[src/rtl/seg7_decoder_if.sv]
// seg7_decoder_if: display bus plus the decoded results of a seven-segment receiver.
//   nSEG   [7:0]  segment bus, active-low, [7]=dp, [6:0]=g..a (driven by master)
//   nAN    [3:0]  anode bus, active-low, bit i selects digit slot i (driven by master)
//   DIGITS [15:0] decoded values, slot i at [4i+3:4i]          (driven by slave)
//   VALID  [3:0]  slot holds a committed valid digit             (driven by slave)
//   ERR    [3:0]  last commit to slot was an illegal pattern     (driven by slave)
//   DP     [3:0]  decimal point of the last commit to slot       (driven by slave)
//   UPD           one-cycle pulse per commit                     (driven by slave)
interface seg7_decoder_if;
  logic [7:0]  nSEG;
  logic [3:0]  nAN;
  logic [15:0] DIGITS;
  logic [3:0]  VALID;
  logic [3:0]  ERR;
  logic [3:0]  DP;
  logic        UPD;

  modport master (
    output nSEG, nAN,
    input  DIGITS, VALID, ERR, DP, UPD
  );

  modport slave (
    input  nSEG, nAN,
    output DIGITS, VALID, ERR, DP, UPD
  );
endinterface

[src/rtl/seg7_decoder.sv]
// seg7_decoder: watches an active-low segment/anode bus, waits for a single-digit pattern to
// stay stable for STABLE_CYC further cycles, then decodes it into the selected digit slot.
//   STABLE_CYC  extra stable cycles required before a commit (1..65535)
//   CLK         system clock, rising edge
//   RST         asynchronous active-high reset
//   bus         seg7_decoder_if.slave: nSEG/nAN in; DIGITS/VALID/ERR/DP/UPD out (all registered)
module seg7_decoder #(
  parameter int unsigned STABLE_CYC = 4
) (
  input  logic            CLK,
  input  logic            RST,
  seg7_decoder_if.slave   bus
);

  localparam logic [15:0] StableCyc   = 16'(STABLE_CYC);
  localparam logic [15:0] StableCycM1 = 16'(STABLE_CYC - 1);

  logic [11:0] samp_q, samp_d;
  logic [15:0] cnt_q, cnt_d;
  logic [15:0] digits_q, digits_d;
  logic [3:0]  valid_q, valid_d;
  logic [3:0]  err_q, err_d;
  logic [3:0]  dp_q, dp_d;
  logic        upd_q, upd_d;

  logic [11:0] in_w;
  logic        same;
  logic        single_an;
  logic [1:0]  slot;
  logic        dec_legal;
  logic [3:0]  dec_val;
  logic        blank;
  logic        commit;

  assign in_w  = {bus.nAN, bus.nSEG};
  assign same  = (in_w == samp_q);
  assign blank = (bus.nSEG[6:0] == 7'h7F);

  // Exactly one anode low selects a slot; anything else never commits.
  always_comb begin
    single_an = 1'b1;
    slot      = 2'd0;
    case (bus.nAN)
      4'b1110: slot = 2'd0;
      4'b1101: slot = 2'd1;
      4'b1011: slot = 2'd2;
      4'b0111: slot = 2'd3;
      default: single_an = 1'b0;
    endcase
  end

  always_comb begin
    dec_legal = 1'b1;
    dec_val   = 4'd0;
    case (bus.nSEG[6:0])
      7'h40:        dec_val = 4'd0;
      7'h79:        dec_val = 4'd1;
      7'h24:        dec_val = 4'd2;
      7'h30:        dec_val = 4'd3;
      7'h19:        dec_val = 4'd4;
      7'h12:        dec_val = 4'd5;
      7'h02:        dec_val = 4'd6;
      7'h58, 7'h78: dec_val = 4'd7;
      7'h00:        dec_val = 4'd8;
      7'h10, 7'h18: dec_val = 4'd9;
      default:      dec_legal = 1'b0;
    endcase
  end

  // cnt saturates at StableCyc, so the StableCycM1 match fires once per stable pattern.
  assign commit = same && (cnt_q == StableCycM1) && single_an;

  always_comb begin
    samp_d = samp_q;
    cnt_d  = cnt_q;
    if (!same) begin
      samp_d = in_w;
      cnt_d  = 16'd0;
    end else if (cnt_q < StableCyc) begin
      cnt_d = cnt_q + 16'd1;
    end
  end

  always_comb begin
    digits_d = digits_q;
    valid_d  = valid_q;
    err_d    = err_q;
    dp_d     = dp_q;
    upd_d    = commit;
    if (commit) begin
      dp_d[slot] = ~bus.nSEG[7];
      if (blank) begin
        valid_d[slot] = 1'b0;
        err_d[slot]   = 1'b0;
      end else if (dec_legal) begin
        digits_d[{slot, 2'b00} +: 4] = dec_val;
        valid_d[slot]                = 1'b1;
        err_d[slot]                  = 1'b0;
      end else begin
        valid_d[slot] = 1'b0;
        err_d[slot]   = 1'b1;
      end
    end
  end

  always_ff @(posedge CLK or posedge RST) begin
    if (RST) begin
      samp_q   <= 12'hFFF;
      cnt_q    <= 16'd0;
      digits_q <= 16'd0;
      valid_q  <= 4'd0;
      err_q    <= 4'd0;
      dp_q     <= 4'd0;
      upd_q    <= 1'b0;
    end else begin
      samp_q   <= samp_d;
      cnt_q    <= cnt_d;
      digits_q <= digits_d;
      valid_q  <= valid_d;
      err_q    <= err_d;
      dp_q     <= dp_d;
      upd_q    <= upd_d;
    end
  end

  assign bus.DIGITS = digits_q;
  assign bus.VALID  = valid_q;
  assign bus.ERR    = err_q;
  assign bus.DP     = dp_q;
  assign bus.UPD    = upd_q;

endmodule

[src/flat_wrapper.sv]
// flat-port wrapper written by rule: the top's interface ports become plain ports
module seg7_decoder_flat 
#(
  parameter int unsigned STABLE_CYC = 4
)
  (CLK, RST, bus_nSEG, bus_nAN, bus_DIGITS, bus_VALID, bus_ERR, bus_DP, bus_UPD);
  seg7_decoder_if bus_i ();
  input  logic CLK;
  input  logic RST;
  input wire logic [$bits(bus_i.nSEG)-1:0] bus_nSEG;
  input wire logic [$bits(bus_i.nAN)-1:0] bus_nAN;
  output wire logic [$bits(bus_i.DIGITS)-1:0] bus_DIGITS;
  output wire logic [$bits(bus_i.VALID)-1:0] bus_VALID;
  output wire logic [$bits(bus_i.ERR)-1:0] bus_ERR;
  output wire logic [$bits(bus_i.DP)-1:0] bus_DP;
  output wire logic [$bits(bus_i.UPD)-1:0] bus_UPD;
  assign bus_i.nSEG = bus_nSEG;
  assign bus_i.nAN = bus_nAN;
  assign bus_DIGITS = bus_i.DIGITS;
  assign bus_VALID = bus_i.VALID;
  assign bus_ERR = bus_i.ERR;
  assign bus_DP = bus_i.DP;
  assign bus_UPD = bus_i.UPD;
  seg7_decoder #(.STABLE_CYC(STABLE_CYC)) u_core (.CLK(CLK), .RST(RST), .bus(bus_i));
endmodule
[config.mk]
export PLATFORM = sky130hd
export DESIGN_NAME = seg7_decoder_flat
export DESIGN_NICKNAME = d
export VERILOG_FILES = /design/src/rtl/seg7_decoder_if.sv /design/src/rtl/seg7_decoder.sv /design/src/flat_wrapper.sv
export SDC_FILE = /design/constraint.sdc
export NUM_CORES = 1
export LEC_CHECK = 0
export BUFFER_PORTS_ARGS = -buffer_cell sky130_fd_sc_hd__buf_4
export CAP_MARGIN = 30
export CORE_ASPECT_RATIO = 1.5
export CORE_MARGIN = 4
export CORE_UTILIZATION = 25
export CTS_CLUSTER_SIZE = 24
export DETAILED_ROUTE_END_ITERATION = 10
export PLACE_DENSITY = 0.43
export SYNTH_ARGS = -nofsm -noshare
export SYNTH_HDL_FRONTEND = slang
export SYNTH_SLANG_ARGS = --single-unit
[constraint.sdc]
create_clock -name CLK -period 2.5 [get_ports CLK]
set_clock_uncertainty 0.15 [all_clocks]
set_input_delay 0.5 -clock CLK [delete_from_list [all_inputs] [get_ports CLK]]
set_output_delay 0.5 -clock CLK [all_outputs]
set_load 0.01 [all_outputs]
# Word level (Yosys, flattened, before mapping)
# Index checks and enable logic that the tools add are counted.
[word_totals] reg_bits=57
[op_classes] add_sub_neg=2 order_cmp=3 eq_ne=19 shift=2 mux=14 bitwise=7 reduce_logical=9
[op_table] cell="$pmux W4 S9" n=1
[op_table] cell="$eq A7 B7 Y1 const B" n=5
[op_table] cell="$mux W16" n=2
[op_table] cell="$eq A7 B5 Y1 const B" n=4
[op_table] cell="$add A16 B1 Y16 const B" n=1
[op_table] cell="$bwmux W16" n=1
[op_table] cell="$eq A16 B2 Y1 const B" n=1
[op_table] cell="$lt A16 B3 Y1 const B" n=1
[op_table] cell="$mux W4" n=4
[op_table] cell="$shift A4 B6 Y16 const A" n=1
[op_table] cell="$shiftx A4 B6 Y16" n=1
[op_table] cell="$eq A7 B6 Y1 const B" n=2
[op_table] cell="$eq A12 B12 Y1" n=1
[op_table] cell="$eq A4 B4 Y1 const B" n=3
[op_table] cell="$reduce_or A12 Y1" n=1
[op_table] cell="$and A4 B4 Y4" n=2
[op_table] cell="$or A4 B4 Y4" n=2
[op_table] cell="$eq A7 B2 Y1 const B" n=1
[op_table] cell="$logic_not A7 Y1" n=1
[op_table] cell="$neg A4 Y6" n=1
[op_table] cell="$pmux W2 S3" n=1
[op_table] cell="$bwmux W4" n=1
[op_table] cell="$eq A4 B3 Y1 const B" n=1
[op_table] cell="$not A4 Y4" n=1
[op_table] cell="10 further kinds" n=16

# Longest topological paths before layout
[depth] depth_word=10 depth_mapped=9 depth_no_buf=8

# Least setup slack after synthesis
# Ideal clock, no wire load.
[synth_path] kind="input to register" startpoint="input bus_nAN[3]" endpoint="register u_core.digits_q[15] (netlist: u_core.bus.DIGITS[15])" arrival_ns=2.082 t_required_ns=2.286 path_slack_ns=0.204 cell_stages=7 cell_sequence="buf_2 -> xor2_1 -> nand3_1 -> ha_1 -> or3b_2 -> nor2_1 -> mux2_4"
[synth_between] elab_chain_cells=5 elab_cells_between_ends=15
[synth_lines] item="start, declared" line_no="flat_wrapper.sv:11" source="input wire logic [$bits(bus_i.nAN)-1:0] bus_nAN;"
[synth_lines] item="$eq A4 B3 Y1 or $eq A4 B4 Y1 (tied branches)" line_no="seg7_decoder.sv:43" source="case (bus.nAN)"
[synth_lines] item="$pmux W2 S3 or $reduce_or A4 Y1 (tied branches)"
[synth_lines] item="$neg A4 Y6 or $mux W1 (tied branches)" line_no="seg7_decoder.sv:96, seg7_decoder.sv:43"
[synth_lines] item="$shiftx A4 B6 Y16, or another cell as far along" line_no="seg7_decoder.sv:96" source="digits_d[{slot, 2'b00} +: 4] = dec_val;"
[synth_lines] item="$bwmux W16 or $reduce_and A3 Y1 (tied branches)"
[synth_lines] item="end signal, assigned" line_no="seg7_decoder.sv:118" source="digits_q <= digits_d;"
[synth_lines] item="end, declared" line_no="seg7_decoder.sv:20" source="logic [15:0] digits_q, digits_d;"
# Several ways; a longest one is shown, not always the timed one.
# A chain may end at the register's enable or synchronous reset.

# Final worst setup path
[layout_path] startpoint="register u_core.cnt_q[11]" endpoint="register u_core.digits_q[15] (netlist: u_core.bus.DIGITS[15])"
[layout_between] elab_chain_cells=4
[layout_lines] item="start, declared" line_no="seg7_decoder.sv:19" source="logic [15:0] cnt_q, cnt_d;"
[layout_lines] item="start signal, assigned" line_no="seg7_decoder.sv:117" source="cnt_q <= cnt_d;"
[layout_lines] item="$eq A16 B2 Y1" line_no="seg7_decoder.sv:71" source="assign commit = same && (cnt_q == StableCycM1) && single_an;"
[layout_lines] item="$logic_and A1 B1 Y1 (2 in series)" line_no="seg7_decoder.sv:71"
[layout_lines] item="$reduce_and A3 Y1 (no line)"
# Every way passes these cells.

==> flow_results.xml <==
<?xml version="1.0" encoding="UTF-8"?>
<metrics>
  <group name="clock_tree">
    <metric name="tritoncts_buffer_count" unit="">9</metric>
    <metric name="cts_hold_repair.buffers" unit="">0</metric>
    <metric name="worstSkewPairLatency" unit="ns">0.32</metric>
    <metric name="clkTransAtPathRegs" unit="ns">0.05</metric>
    <metric name="cts_root_buffer" unit="">sky130_fd_sc_hd__clkbuf_16</metric>
    <metric name="h_tree_levels" unit="">3</metric>
    <metric name="post-cts-setup-buffers" unit="">0</metric>
    <metric name="clock-sinks" unit="">57</metric>
    <metric name="clk_path_buf_depth" unit="">2</metric>
    <metric name="post_cts_resize_count" unit="">0</metric>
    <metric name="tritoncts_clock_tree" unit="">done</metric>
  </group>
  <group name="yosys">
    <metric name="postSynthNetCount" unit="">262</metric>
    <metric name="cells_after_synth" unit="">243</metric>
    <metric name="yosysWarnings" unit="">0</metric>
    <metric name="yosys_register_bits" unit="">57</metric>
    <metric name="synth-async-reset-ratio" unit="%">100</metric>
    <metric name="post_synth_num_cell_types" unit="">46</metric>
    <metric name="synth_top_area_share" unit="%">40.5</metric>
    <metric name="synth.area.top_cells" unit="">sky130_fd_sc_hd__dfrtp_1 41%, sky130_fd_sc_hd__dfstp_2 11%, sky130_fd_sc_hd__mux2_2 4.9%</metric>
    <metric name="number_of_enable_flip_flop_cells_after_synthesis" unit="">0</metric>
    <metric name="yosys_most_used_dff" unit="">sky130_fd_sc_hd__dfrtp_1</metric>
    <metric name="synth.cell_area" unit="µm²">2780</metric>
    <metric name="synth_top_cell_by_area" unit="">sky130_fd_sc_hd__dfrtp_1</metric>
    <metric name="synth_sequential_area_ratio" unit="%">51.8</metric>
    <metric name="synth_area_per_cell" unit="µm²">11.4</metric>
  </group>
  <group name="timing">
    <metric name="finalCritPeriodShare" unit="%">86.6</metric>
    <metric name="worst_slew_pin_slew" unit="ns">0.477</metric>
    <metric name="setup_violations" unit="">0</metric>
    <metric name="timing_hold_violations_final" unit="">0</metric>
    <metric name="period_needed" unit="ns">2.16</metric>
    <metric name="maxClockFrequency" unit="MHz">462</metric>
    <metric name="slew_violations" unit="">0</metric>
    <metric name="setup_ws" unit="ns">0.335</metric>
    <metric name="timing.slew.headroom" unit="%">68.2</metric>
    <metric name="unrepaired_setup_endpoints_after_global_routing" unit="">no</metric>
    <metric name="fin_setup_tns" unit="ns">0</metric>
  </group>
  <group name="place">
    <metric name="dp_hpwl" unit="µm">4750</metric>
    <metric name="io_buffer_count" unit="">42</metric>
    <metric name="placedInstanceArea" unit="µm²">3300</metric>
    <metric name="detailedPlace.worstSlack" unit="ns">-0.00716</metric>
    <metric name="finalWeightedCongestion" unit="">0.711</metric>
  </group>
  <group name="setup_path">
    <metric name="timing.critical_path.from_type" unit="">flip-flop</metric>
    <metric name="critPathKind" unit="">reg2reg</metric>
    <metric name="critical_path_peak_fanout" unit="">5</metric>
    <metric name="crit_path_end_kind" unit="">flip-flop</metric>
    <metric name="timing.critical_path.required" unit="ns">2.55</metric>
    <metric name="worstPathArrival" unit="ns">2.22</metric>
  </group>
  <group name="final_layout">
    <metric name="antenna_cells_inserted" unit="">0</metric>
    <metric name="synthToLayoutAreaGrowth" unit="%">29.9</metric>
    <metric name="drive_gt1_share" unit="%">38.9</metric>
    <metric name="fillerInstances" unit="">1122</metric>
    <metric name="final_nets" unit="">307</metric>
    <metric name="finish.instance_area" unit="µm²">3610</metric>
    <metric name="final_util" unit="%">33.7</metric>
  </group>
  <group name="global_route">
    <metric name="global_route.usage.met1" unit="%">12.4</metric>
    <metric name="grt_max_degree" unit="">38</metric>
    <metric name="track_usage" unit="%">11.0</metric>
    <metric name="grt_pass1_vias" unit="">2075</metric>
    <metric name="grt_pass1_wl" unit="µm">10700</metric>
    <metric name="grt_util_met3" unit="%">2.20</metric>
    <metric name="grt_remaining_overflow" unit="">0</metric>
    <metric name="met2_track_utilization_from_global_routing" unit="%">19.2</metric>
    <metric name="number_of_antenna_violations_at_the_first_check_in_global_routing" unit="">0</metric>
    <metric name="globalRoute.busiestLayer" unit="">met2</metric>
  </group>
  <group name="route">
    <metric name="vias" unit="">1853</metric>
    <metric name="postRouteAntennaNets" unit="">0</metric>
    <metric name="post-route-drc-count" unit="">0</metric>
    <metric name="via_per_inst" unit="">4.24</metric>
    <metric name="detail_route.iter0.violations" unit="">41</metric>
    <metric name="routed_wl_per_cell" unit="µm">14.6</metric>
    <metric name="drt-total-wl" unit="µm">6400</metric>
    <metric name="firstDrtPassIters" unit="">6</metric>
  </group>
  <group name="floorplanning">
    <metric name="design.portCount" unit="">43</metric>
    <metric name="start_util" unit="%">26.0</metric>
    <metric name="die_h" unit="µm">137</metric>
    <metric name="die-width" unit="µm">94.1</metric>
    <metric name="die_area" unit="µm²">12900</metric>
    <metric name="num_rows" unit="">46</metric>
    <metric name="core_area" unit="µm²">10700</metric>
  </group>
  <group name="pwr">
    <metric name="power.density_cell_area" unit="nW/µm²">646</metric>
    <metric name="power.leakage" unit="nW">1.73</metric>
    <metric name="power.ir.vdd_worst" unit="mV">0.300</metric>
  </group>
  <group name="flow_run">
    <metric name="maxCapViolCount" unit="">0</metric>
  </group>
  <group name="min_path">
    <metric name="hold_path_class" unit="">in2async</metric>
  </group>
  <group name="outcome">
    <metric name="status" unit="">completed</metric>
  </group>
</metrics>
## cells by family (layout without fill, tap and decap cells)
family,after synthesis,count (layout),share of synthesized area [%]
simple gates,85,85,18.7
compound gates,18,18,6.12
fa+ha+maj,5,5,2.25
buf+inv,37,87,5.90
mux,26,26,10.4
xor+xnor,15,15,4.73
flops,57,57,51.8
## synthesized netlist by cell type (3+ instances only)
library cell and instances:
sky130_fd_sc_hd__nor4_2 4, sky130_fd_sc_hd__buf_2 7, sky130_fd_sc_hd__nand2_1 12, sky130_fd_sc_hd__a21o_1 3
sky130_fd_sc_hd__dfrtp_1 45, sky130_fd_sc_hd__nor2b_1 5, sky130_fd_sc_hd__and4b_1 3, sky130_fd_sc_hd__xnor2_1 13
sky130_fd_sc_hd__inv_1 14, sky130_fd_sc_hd__nor2_1 13, sky130_fd_sc_hd__mux2_4 3, sky130_fd_sc_hd__nor3_1 3
sky130_fd_sc_hd__mux2i_1 11, sky130_fd_sc_hd__nor3b_1 3, sky130_fd_sc_hd__nand3_1 9, sky130_fd_sc_hd__nand4_1 6
sky130_fd_sc_hd__mux2_2 12, sky130_fd_sc_hd__ha_1 5, sky130_fd_sc_hd__clkbuf_1 13, sky130_fd_sc_hd__and2_1 16
sky130_fd_sc_hd__dfstp_2 12
## where the power goes
part | internal [W] | switching, W | total [W]
Clock | 0.000850 | 0.000397 | 0.00125
Sequential | 0.000942 | 0.00000462 | 0.000947
Combinational | 0.0000553 | 0.0000852 | 0.000140
## critical path, cell delays in order, from the launching register on
cell,delay (ns)
sky130_fd_sc_hd__dfrtp_1,0.38
sky130_fd_sc_hd__nor4_2,0.36
sky130_fd_sc_hd__nand4_1,0.20
sky130_fd_sc_hd__nor3b_2,0.19
sky130_fd_sc_hd__buf_4,0.16
sky130_fd_sc_hd__o2111a_2,0.29
sky130_fd_sc_hd__mux2_4,0.31
## worst paths after layout
kind | to | depth (start not counted) | slack (ns) | start
worst max-delay path | u_core.bus.DIGITS[15]$_DFFE_PP0P_ | 6 | 0.34 | u_core.cnt_q[11]$_DFFE_PP0P_
worst min-delay path | u_core.cnt_q[3]$_DFFE_PP0P_ | 2 | 0.06 | RST
worst max register to register | u_core.bus.DIGITS[15]$_DFFE_PP0P_ | 6 | 0.34 | u_core.cnt_q[11]$_DFFE_PP0P_
worst min register to register | flip-flop | 1 | 0.35 | flip-flop
max in group asynchronous | u_core.bus.DIGITS[1]$_DFFE_PP0P_ | 3 | 1.58 | RST
min in group CLK | u_core.samp_q[8]$_DFFE_PP1N_ | 1 | 0.17 | bus_nAN[0]
## per-stage QoR
step                instances  hold slack, ns  total power [W]
finish                    437          0.0565          0.00233
global route              437          0.0929          0.00243
CTS                       437          0.0587          0.00238
detailed placement        421           0.339          0.00111
global placement          421           0.320          0.00111
floorplan                 243           0.324          0.00106
## layout make-up
| class | instances | area [µm²] | area share, % |
|---|---|---|---|
| Clock buffer | 14 | 274 | 7.59 |
| Timing Repair Buffer | 57 | 453 | 12.5 |
| Sequential cell | 57 | 1440 | 39.9 |
| Multi-Input combinational cell | 149 | 1170 | 32.5 |
| Clock inverter | 2 | 35.0 | 0.970 |
| Inverter | 14 | 52.6 | 1.46 |
| Tap cell | 144 | 180 | 4.99 |
## cells in the final DEF, fill, tap and decap left out, drive strengths merged, types with 2 or more instances in the layout
cell     Yosys  layout
nor2        14      14
buf          9      57
nor4         6       6
dfstp       12      12
and2        16      16
xor2         2       2
a21o         3       3
ha           5       5
a21bo        2       2
and4b        3       3
o2111ai      2       2
nand3        9       9
nand4        6       6
o2111a       2       2
dfrtp       45      45
clkbuf      14      14
nor3b        4       4
nor2b        5       5
nand2       12      12
a311o        2       2
inv         14      14
mux2        15      15
xnor2       13      13
nor3         4       4
mux2i       11      11
## routing by layer
| metal | vias up | part of all wire (%) |
|---|---|---|
| met2 | 24 | 55 |
| li1 | 912 | - |
| met1 | 910 | 42 |
| met5 | - | 0 |
| met4 | 0 | 1.7 |
| met3 | 7 | 1.9 |
No activity file was read; power rests on OpenSTA's default activity.
